<file path="src/rtl/neuron_pkg.sv">
// Shared types, format defaults and arithmetic helpers for the serial neuron.
package neuron_pkg;

    localparam int N_DEF  = 4;
    localparam int QM_DEF = 12;
    localparam int QN_DEF = 20;
    localparam int WM_DEF = 6;
    localparam int WN_DEF = 10;
    localparam int OB_DEF = 8;

    // Widest accumulator/output the activation helper can handle.
    localparam int ACC_MAX = 128;
    localparam int OB_MAX  = 32;

    typedef enum logic [1:0] {
        IDLE = 2'd0,
        MAC  = 2'd1,
        ACT  = 2'd2,
        DONE = 2'd3
    } state_t;

    typedef logic signed [ACC_MAX-1:0] acc_max_t;

    typedef struct packed {
        logic              sat;
        logic [OB_MAX-1:0] data;
    } act_t;

    function automatic int acc_width(input int prod_w, input int n);
        return prod_w + $clog2(n) + 1;
    endfunction

    // Floor to integer, clamp negatives to zero and saturate at 2^ob-1.
    function automatic act_t relu_sat(input acc_max_t acc, input int frac, input int ob);
        acc_max_t ip;
        acc_max_t lim;
        acc_max_t top;
        act_t     res;
        ip       = acc >>> frac;
        lim      = '0;
        lim[ob]  = 1'b1;
        top      = lim - acc_max_t'(1);
        res.sat  = 1'b0;
        res.data = '0;
        if (acc[ACC_MAX-1]) begin
            res.sat  = 1'b0;
            res.data = '0;
        end else if (ip >= lim) begin
            res.sat  = 1'b1;
            res.data = top[OB_MAX-1:0];
        end else begin
            res.sat  = 1'b0;
            res.data = ip[OB_MAX-1:0];
        end
        return res;
    endfunction

endpackage

</file>
<file path="src/rtl/serial_neuron_ctrl_mac_unit.sv">
// Shared signed multiplier with accumulator register; clear beats bias load beats accumulate.
module mac_unit
    import neuron_pkg::*;
#(
    parameter int IW         = 32,
    parameter int WW         = 16,
    parameter int ACC_W      = 51,
    parameter int BIAS_SHIFT = 10
) (
    input  logic                    clk,
    input  logic                    rst_n,
    input  logic                    clr_i,
    input  logic                    load_i,
    input  logic                    en_i,
    input  logic signed [IW-1:0]    bias_i,
    input  logic signed [IW-1:0]    a_i,
    input  logic signed [WW-1:0]    b_i,
    output logic signed [ACC_W-1:0] acc_o
);

    localparam int P = IW + WW;

    logic signed [P-1:0]     prod_s;
    logic signed [ACC_W-1:0] prod_ext_s;
    logic signed [ACC_W-1:0] bias_ext_s;
    logic signed [ACC_W-1:0] acc_d;
    logic signed [ACC_W-1:0] acc_q;

    assign prod_s     = a_i * b_i;
    assign prod_ext_s = {{(ACC_W-P){prod_s[P-1]}}, prod_s};
    // Bias arrives in input format; shifting by the weight fraction lines it up with products.
    assign bias_ext_s = {{(ACC_W-IW-BIAS_SHIFT){bias_i[IW-1]}}, bias_i, {BIAS_SHIFT{1'b0}}};

    // Accumulator next-state selection.
    always_comb begin
        acc_d = acc_q;
        if (clr_i) begin
            acc_d = '0;
        end else if (load_i) begin
            acc_d = bias_ext_s;
        end else if (en_i) begin
            acc_d = acc_q + prod_ext_s;
        end else begin
            acc_d = acc_q;
        end
    end

    // Accumulator register.
    always_ff @(posedge clk or negedge rst_n) begin
        if (!rst_n) begin
            acc_q <= '0;
        end else begin
            acc_q <= acc_d;
        end
    end

    assign acc_o = acc_q;

endmodule

</file>
<file path="src/rtl/serial_neuron_ctrl.sv">
// Time-multiplexed neuron: one MAC sequenced over N pairs, then bias, ReLU and saturation.
module serial_neuron_ctrl
    import neuron_pkg::*;
#(
    parameter int N  = N_DEF,
    parameter int QM = QM_DEF,
    parameter int QN = QN_DEF,
    parameter int WM = WM_DEF,
    parameter int WN = WN_DEF,
    parameter int OB = OB_DEF
) (
    input  logic                     clk,
    input  logic                     rst_n,
    input  logic                     start,
    output logic                     start_ready,
    input  logic [N*(QM+QN)-1:0]     in_data,
    input  logic [N*(WM+WN)-1:0]     weights,
    input  logic [QM+QN-1:0]         bias,
    input  logic                     abort,
    output logic                     out_valid,
    input  logic                     out_ready,
    output logic [OB-1:0]            out_data,
    output logic                     sat,
    output logic                     busy
);

    localparam int IW    = QM + QN;
    localparam int WW    = WM + WN;
    localparam int P     = IW + WW;
    localparam int ACC_W = acc_width(P, N);
    localparam int F     = QN + WN;
    localparam int IDX_W = (N > 1) ? $clog2(N) : 1;

    state_t                   state_q, state_d;
    logic [IDX_W-1:0]         idx_q, idx_d;
    logic [N-1:0][IW-1:0]     in_q;
    logic [N-1:0][WW-1:0]     w_q;
    logic [IW-1:0]            bias_q;
    logic                     out_valid_q, out_valid_d;
    logic [OB-1:0]            out_data_q, out_data_d;
    logic                     sat_q, sat_d;

    logic                     accept_s;
    logic                     clr_s;
    logic                     load_s;
    logic                     en_s;
    logic signed [ACC_W-1:0]  acc_s;
    act_t                     act_s;

    assign accept_s = (state_q == IDLE) && start && !abort;

    mac_unit #(
        .IW         (IW),
        .WW         (WW),
        .ACC_W      (ACC_W),
        .BIAS_SHIFT (WN)
    ) u_mac (
        .clk    (clk),
        .rst_n  (rst_n),
        .clr_i  (clr_s),
        .load_i (load_s),
        .en_i   (en_s),
        .bias_i (signed'(load_s ? bias : bias_q)),
        .a_i    (signed'(in_q[idx_q])),
        .b_i    (signed'(w_q[idx_q])),
        .acc_o  (acc_s)
    );

    assign act_s = relu_sat(acc_max_t'(acc_s), F, OB);

    // FSM state register.
    always_ff @(posedge clk or negedge rst_n) begin
        if (!rst_n) begin
            state_q <= IDLE;
        end else begin
            state_q <= state_d;
        end
    end

    // FSM next-state logic; abort overrides every other request.
    always_comb begin
        state_d = state_q;
        if (abort) begin
            state_d = IDLE;
        end else begin
            case (state_q)
                IDLE:    state_d = start ? MAC : IDLE;
                MAC:     state_d = (idx_q == IDX_W'(N-1)) ? ACT : MAC;
                ACT:     state_d = DONE;
                DONE:    state_d = out_ready ? IDLE : DONE;
                default: state_d = IDLE;
            endcase
        end
    end

    // FSM output decode: status from registered state, MAC controls.
    always_comb begin
        start_ready = 1'b0;
        busy        = 1'b0;
        clr_s       = abort;
        load_s      = 1'b0;
        en_s        = 1'b0;
        case (state_q)
            IDLE: begin
                start_ready = 1'b1;
                load_s      = start && !abort;
            end
            MAC: begin
                busy = 1'b1;
                en_s = !abort;
            end
            ACT:     busy = 1'b1;
            DONE:    busy = 1'b1;
            default: busy = 1'b0;
        endcase
    end

    // Pair index next-state.
    always_comb begin
        idx_d = idx_q;
        if (accept_s) begin
            idx_d = '0;
        end else if ((state_q == MAC) && !abort) begin
            idx_d = idx_q + IDX_W'(1);
        end else begin
            idx_d = idx_q;
        end
    end

    // Result port next-state; data and sat only move at the ACT edge.
    always_comb begin
        out_valid_d = out_valid_q;
        out_data_d  = out_data_q;
        sat_d       = sat_q;
        if (abort) begin
            out_valid_d = 1'b0;
        end else if (state_q == ACT) begin
            out_valid_d = 1'b1;
            out_data_d  = act_s.data[OB-1:0];
            sat_d       = act_s.sat;
        end else if ((state_q == DONE) && out_ready) begin
            out_valid_d = 1'b0;
        end else begin
            out_valid_d = out_valid_q;
        end
    end

    // Index and result registers.
    always_ff @(posedge clk or negedge rst_n) begin
        if (!rst_n) begin
            idx_q       <= '0;
            out_valid_q <= 1'b0;
            out_data_q  <= '0;
            sat_q       <= 1'b0;
        end else begin
            idx_q       <= idx_d;
            out_valid_q <= out_valid_d;
            out_data_q  <= out_data_d;
            sat_q       <= sat_d;
        end
    end

    // Operand capture on an accepted start only.
    always_ff @(posedge clk or negedge rst_n) begin
        if (!rst_n) begin
            in_q   <= '0;
            w_q    <= '0;
            bias_q <= '0;
        end else if (accept_s) begin
            in_q   <= in_data;
            w_q    <= weights;
            bias_q <= bias;
        end else begin
            in_q   <= in_q;
            w_q    <= w_q;
            bias_q <= bias_q;
        end
    end

    assign out_valid = out_valid_q;
    assign out_data  = out_data_q;
    assign sat       = sat_q;

endmodule

</file>
<file path="config.mk">
export PLATFORM = sky130hd
export DESIGN_NAME = serial_neuron_ctrl
export DESIGN_NICKNAME = d
export VERILOG_FILES = /design/src/rtl/neuron_pkg.sv /design/src/rtl/serial_neuron_ctrl_mac_unit.sv /design/src/rtl/serial_neuron_ctrl.sv
export SDC_FILE = /design/constraint.sdc
export NUM_CORES = 2
export LEC_CHECK = 0
export CORE_AREA = 10 10 286 219
export CTS_CLUSTER_SIZE = 14
export DETAILED_ROUTE_END_ITERATION = 6
export DIE_AREA = 0 0 296 229
export PLACE_DENSITY = 0.83
export SYNTH_ARGS = -nofsm -noshare
export SYNTH_HDL_FRONTEND = slang
export SYNTH_SLANG_ARGS = --single-unit
</file>
<file path="constraint.sdc">
create_clock -name clk -period 8.7 [get_ports clk]
set_input_delay 1.305 -clock clk [delete_from_list [all_inputs] [get_ports clk]]
set_output_delay 1.305 -clock clk [all_outputs]
set_load 0.1 [all_outputs]
</file>
Yosys cells after proc, flatten, opt, wreduce, memory -nomap -nowiden --
Index checks and enable logic that the tools add are counted.
Word-level totals: output and inout bits 12, word-level logic and storage cells 59, input bits 229, register bits after elaboration 257
Operators by class: reduce and logical (&&, ||, !) cells 12, bitwise logic cells 1, order comparisons 2, multiply operators 1, multiplexer cells 23, equal/unequal tests 4, $add $sub $neg 2
Operators with widths (count):
- 51-bit two-way mux | 3
- 33-bit two-way mux | 2
- 32-bit binary-select mux with 2-bit select | 1
- 51-bit by 48-bit adder with 51-bit output | 1
- 32-bit by 16-bit multiplier with 48-bit output | 1
- 16-bit binary-select mux with 2-bit select | 1
- 32-bit two-way mux | 1
- 21-bit by 10-bit greater-or-equal comparator with 1-bit output (second input constant) | 1
- 16-bit two-way mux | 1
- 2-bit two-way mux | 5
- 1-bit two-way mux | 8
- 2-bit case mux with 4 select lines | 1
- 2-bit == test (second input constant) | 3
- 3-bit nonzero test | 2
- 1-bit logical AND | 5
- 2-bit by 3-bit < comparator with 1-bit output (second input constant) | 1
- 3-bit OR reduction | 1
- 2-bit by 1-bit adder with 2-bit output (second input constant) | 1
- 2-bit by 1-bit == test with 1-bit output (second input constant) | 1
- 2-bit logical NOT | 1
- 2-bit AND reduction | 1
- 2-bit nonzero test | 1
- 1-bit logical NOT | 1
- 1-bit inverter | 1

Logic depth before layout (Yosys ltp) --
depth after elaboration 7, depth in mapped cells 31, gate-level depth less buffers 26

Modules after synthesis --
Synthesis repeated with hierarchy kept, for this count alone.
Second synthesis, totals: cell total of the unflattened synthesis 3093, area total of the unflattened synthesis 32771.4 sq um
Modules (own cells, without submodules):
- mac_unit | area each 22197.5 sq um, cells an instance 2458, instances 1, seq. area each 1276.2 sq um
- serial_neuron_ctrl | area each 10573.9 sq um, cells an instance 635, instances 1, seq. area each 5955.7 sq um

Least setup slack after synthesis --
No wires, ideal clock.
path type register to register, from register idx_q[1], to register u_mac.acc_q[49] (netlist: u_mac.acc_o[49]), arrival 7.010 ns, path buffers 6, stages on the path, launching flop included 28, period minus slack after synthesis 7.133 ns, library setup time 0.123 ns, path slack 1.567 ns, required time 8.577 ns, cell sequence dfrtp_1 > buf_2 > buf_2 > buf_2 > buf_2 > mux4_2 > clkbuf_1 > nand2_1 > inv_1 > fa_1 > fa_1 > fa_1 > fa_1 > fa_1 > inv_1 > fa_1 > inv_1 > ha_1 > buf_4 > a21o_1 > a21o_1 > a21o_1 > a21o_1 > a211o_1 > a21oi_1 > nor3_1 > a211oi_1 > nand2_1
On the way: word-level cells in the longest chain between the ends 7, elaborated cells on any way between the ends 9, classes of those cells 1 x add/sub; 1 x mul; 7 x mux
RTL lines:
- start, declared | RTL line serial_neuron_ctrl.sv:35 | logic [IDX_W-1:0] idx_q, idx_d;
- start signal, assigned | RTL line serial_neuron_ctrl.sv:156 | idx_q <= idx_d;
- 32-bit binary-select mux with 2-bit select / 16-bit binary-select mux with 2-bit select (equally long branches) | RTL line serial_neuron_ctrl.sv:64, serial_neuron_ctrl.sv:65
- 32-bit two-way mux (implied by the code) / 16-bit two-way mux (equally long branches) | RTL line serial_neuron_ctrl.sv:64, serial_neuron_ctrl.sv:65
- 32-bit by 16-bit multiplier with 48-bit output (*) | RTL line serial_neuron_ctrl_mac_unit.sv:29 | assign prod_s = a_i * b_i;
- 51-bit by 48-bit adder with 51-bit output (*) | RTL line serial_neuron_ctrl_mac_unit.sv:42 | acc_d = acc_q + prod_ext_s;
- 51-bit two-way mux (*) | RTL line serial_neuron_ctrl_mac_unit.sv:41 | end else if (en_i) begin
- 51-bit two-way mux (*) | RTL line serial_neuron_ctrl_mac_unit.sv:39 | end else if (load_i) begin
- 51-bit two-way mux (*) | RTL line serial_neuron_ctrl_mac_unit.sv:37 | if (clr_i) begin
- end signal, assigned | RTL line serial_neuron_ctrl_mac_unit.sv:51 | acc_q <= '0;
- end signal, assigned | RTL line serial_neuron_ctrl_mac_unit.sv:53 | acc_q <= acc_d;
- end, declared | RTL line serial_neuron_ctrl_mac_unit.sv:27 | logic signed [ACC_W-1:0] acc_q;
Every way passes the cells marked *; elsewhere a longest branch is shown, timed or not. The select of a mux whose other input is x is not followed. A chain may end at the register's enable or synchronous reset.

Worst setup path in the final report --
from register idx_q[0], to register u_mac.acc_q[43] (netlist: u_mac.acc_o[43])
Same word-level chain as after synthesis.

==> results.cfg <==
[routing]
drtIter0Drc = 2317
num_vias = 24336
routed_wl_um = 87700
drcViolationCount = 0
via_per_inst = 5.62
drtPass1Iterations = 6
wl_per_cell_um = 20.2
antenna_left = 0

[clocking]
cts-hold-fix-buffers = 0
clock-sinks = 257
cts.repair.resized = 0
cts_max_path_buffers = 3
cts_tree = yes
cts.clk_slew.worst_paths_ns = 0.07
cts-root-buf = clkbuf_16
htree_levels = 1
cts_made_buffers = 28
clock_latency_ns = 0.62
postCtsSetupBuffers = 0

[timing]
finalSetupViolCount = 0
finalClockSkew_ns = 0.0459
setup_tns_ns = 0
timing.fmax_mhz = 123
finalHoldViolCount = 0
slew_violations = 0
finalCriticalPeriod_ns = 8.13
whs_ns = 0.474
fin_crit_sh_pct = 93.5
rsz0062_at_grt = false
worstMarginPinSlew_ns = 1.15
timing.slew.headroom_pct = 23.2

[die]
die_area_sq_um = 67800
coreArea_sq_um = 57000
initial_core_util_pct = 54.5
num_rows = 76
io_pins = 241
die_width_um = 296
die_h_um = 229

[critical_path]
crit_path_max_fanout = 48
reg2reg_from = idx_q[0]$_DFFE_PN0P_
cp-endpoint = u_mac.acc_o[43]$_DFFE_PN0P_
start_kind = flip-flop
r2r_slack_ns = 0.57
rr_endpoint = u_mac.acc_o[43]$_DFFE_PN0P_
cp_data_required_time_ns = 9.20
arrival_ns = 8.63
crit_start = idx_q[0]$_DFFE_PN0P_
reg2regPathDepth = 22
worst-setup-path-type = reg -> reg
cp-end-kind = flip-flop

[yosys]
synth_edf_count = 0
synth_cell_types = 77
netlist_area_sq_um = 31100
ys_seq_elements = 257
ys_seq_area_share_pct = 20.7
synth_ff_type = dfrtp_1
ys_warn_count = 0
syn_nets = 4344
avgSynthCellArea_sq_um = 9.06
async_reset_ff_share_pct = 100
postSynthCellCount = 3428

[grt]
grt_pass1_wl_um = 143000
track_usage_pct = 26.5
grt_max_degree = 229
grt_pass1_vias = 26200
antenna_found_initial = 8
grt.overflow.total = 0

[layout]
ff_latch_area_sq_um = 6440
fin_nets = 4482
multi_input_area_sq_um = 21700
final.fill_count = 4541
layout_common_cells = nand2_1 (906), inv_1 (607), fa_1 (550), dfrtp_1 (255), clkdlybuf4s50_1 (239)
area_delta_synth_final_pct = 12.7
stdcell_area_sq_um = 35000
final_common_cell = nand2_1
drive_gt1_share_pct = 4.82

[min_path]
worstHoldStart = in_q[122]$_DFFE_PN0P_
hp-class = reg -> reg

[placed_design]
io_buffers = 240
dp_hpwl_um = 68300
routabilityCongestion = 0.979
dpl_cell_area_sq_um = 34100

[outcome]
status = finished, final reports clean

[job]
max_cap_viol_count = 0
-- routing by layer --
| layer | share of wire (%) | wire [um] | up-vias | track usage (%) |
|---|---|---|---|---|
| li1 | - | - | 10644 | - |
| met1 | 40 | 35000 | 12164 | 36.1 |
| met2 | 45 | 39400 | 1302 | 40.8 |
| met3 | 12 | 10100 | 222 | 7.52 |
| met4 | 3.6 | 3180 | 4 | 8.23 |
| met5 | 0.031 | 27 | - | 0 |
-- through the flow --
step / instances / worst slack [ns] / util (%)
2_1_floorplan: 3428 / 1.57 / -
3_3_place_gp: 4277 / 0.794 / 59.8
3_5_place_dp: 4277 / 0.678 / 59.8
4_1_cts: 4327 / 0.663 / 61.5
5_1_grt: 4333 / 0.230 / 61.5
6_report: 4334 / 0.567 / 61.5
-- synth_stat cells, types with 3 or more instances --
master | count | area (sq um)
nand2_1 | 906 | 3400
inv_1 | 607 | 2280
fa_1 | 550 | 11000
dfrtp_1 | 257 | 6430
nor2_1 | 145 | 544
ha_1 | 137 | 1710
clkbuf_1 | 135 | 507
nor2b_1 | 99 | 619
o21ai_0 | 73 | 365
a21oi_1 | 62 | 310
and2_1 | 37 | 231
a22oi_1 | 30 | 225
xnor2_1 | 30 | 263
mux4_2 | 28 | 631
a21o_1 | 26 | 195
mux2i_1 | 24 | 240
nand2b_1 | 23 | 144
buf_2 | 21 | 105
mux2_2 | 20 | 225
nand3_1 | 19 | 95.1
o21a_1 | 17 | 128
xor2_1 | 17 | 149
nor3_1 | 13 | 65.1
o21ai_1 | 13 | 65.1
o21bai_1 | 12 | 90.1
a31oi_1 | 9 | 56.3
and3_1 | 9 | 56.3
buf_1 | 9 | 33.8
nand4_1 | 9 | 56.3
o311ai_0 | 8 | 70.1
a22o_1 | 6 | 52.6
a211oi_1 | 5 | 37.5
nor4_1 | 5 | 31.3
buf_4 | 4 | 30.0
o211ai_1 | 4 | 30.0
o31ai_1 | 3 | 22.5
-- cells by family after synthesis --
logic type	after synthesis	synth area share, %
AOI/OAI and AO/OA	297	6.31
xor gates and xnor gates	47	1.33
adders and majority gates	687	41.0
buffers and inverters	781	9.64
DFF	257	20.7
muxes	73	3.58
and+or+nand+nor	1286	17.5
-- registers in the layout (all words and copies together) (netlist names) --
signal	cells
u_mac.acc_o	51
out_valid	1
in_q	128
out_data	8
sat	1
state_q	2
idx_q	2
w_q	64
-- final cells by class --
cell class / instances / area share, %
clock buffers: 38 / 2.28
well taps: 741 / 2.65
flip-flops and latches: 257 / 18.4
clock inverters: 12 / 0.329
diodes: 7 / 0.0500
multi-input cells: 2390 / 61.9
repair buffers: 282 / 7.92
inverters: 607 / 6.51
-- how the worst min path moves through the flow --
stage	to	slack, ns	depth (start not counted)
2_1_floorplan	in_q[64]$_DFFE_PN0P_	0.44	2
3_3_place_gp	in_q[125]$_DFFE_PN0P_	0.45	2
6_report	in_q[122]$_DFFE_PN0P_	0.47	2
5_1_grt	w_q[47]$_DFFE_PN0P_	0.49	2
4_1_cts	w_q[47]$_DFFE_PN0P_	0.48	2
3_5_place_dp	in_q[78]$_DFFE_PN0P_	0.46	2
-- worst max-delay path: stages, from the launching register on --
cell and delay (ns):
dfrtp_4 0.95, mux4_2 0.95, and2_1 0.30, fa_1 0.54
inv_1 0.05, fa_1 0.53, inv_1 0.06, fa_1 0.52
fa_1 0.46, fa_1 0.50, inv_1 0.05, fa_1 0.47
inv_1 0.04, ha_1 0.37, a21oi_1 0.28, a21oi_1 0.11
o21ai_0 0.23, a21oi_1 0.18, a21oi_1 0.58, o21ai_2 0.23
a31oi_1 0.25, xor2_1 0.18, o21ai_1 0.08
Power is left out: the tool's default activity adds up to more than one toggle a clock period on the data nets, which glitch-free logic cannot reach.
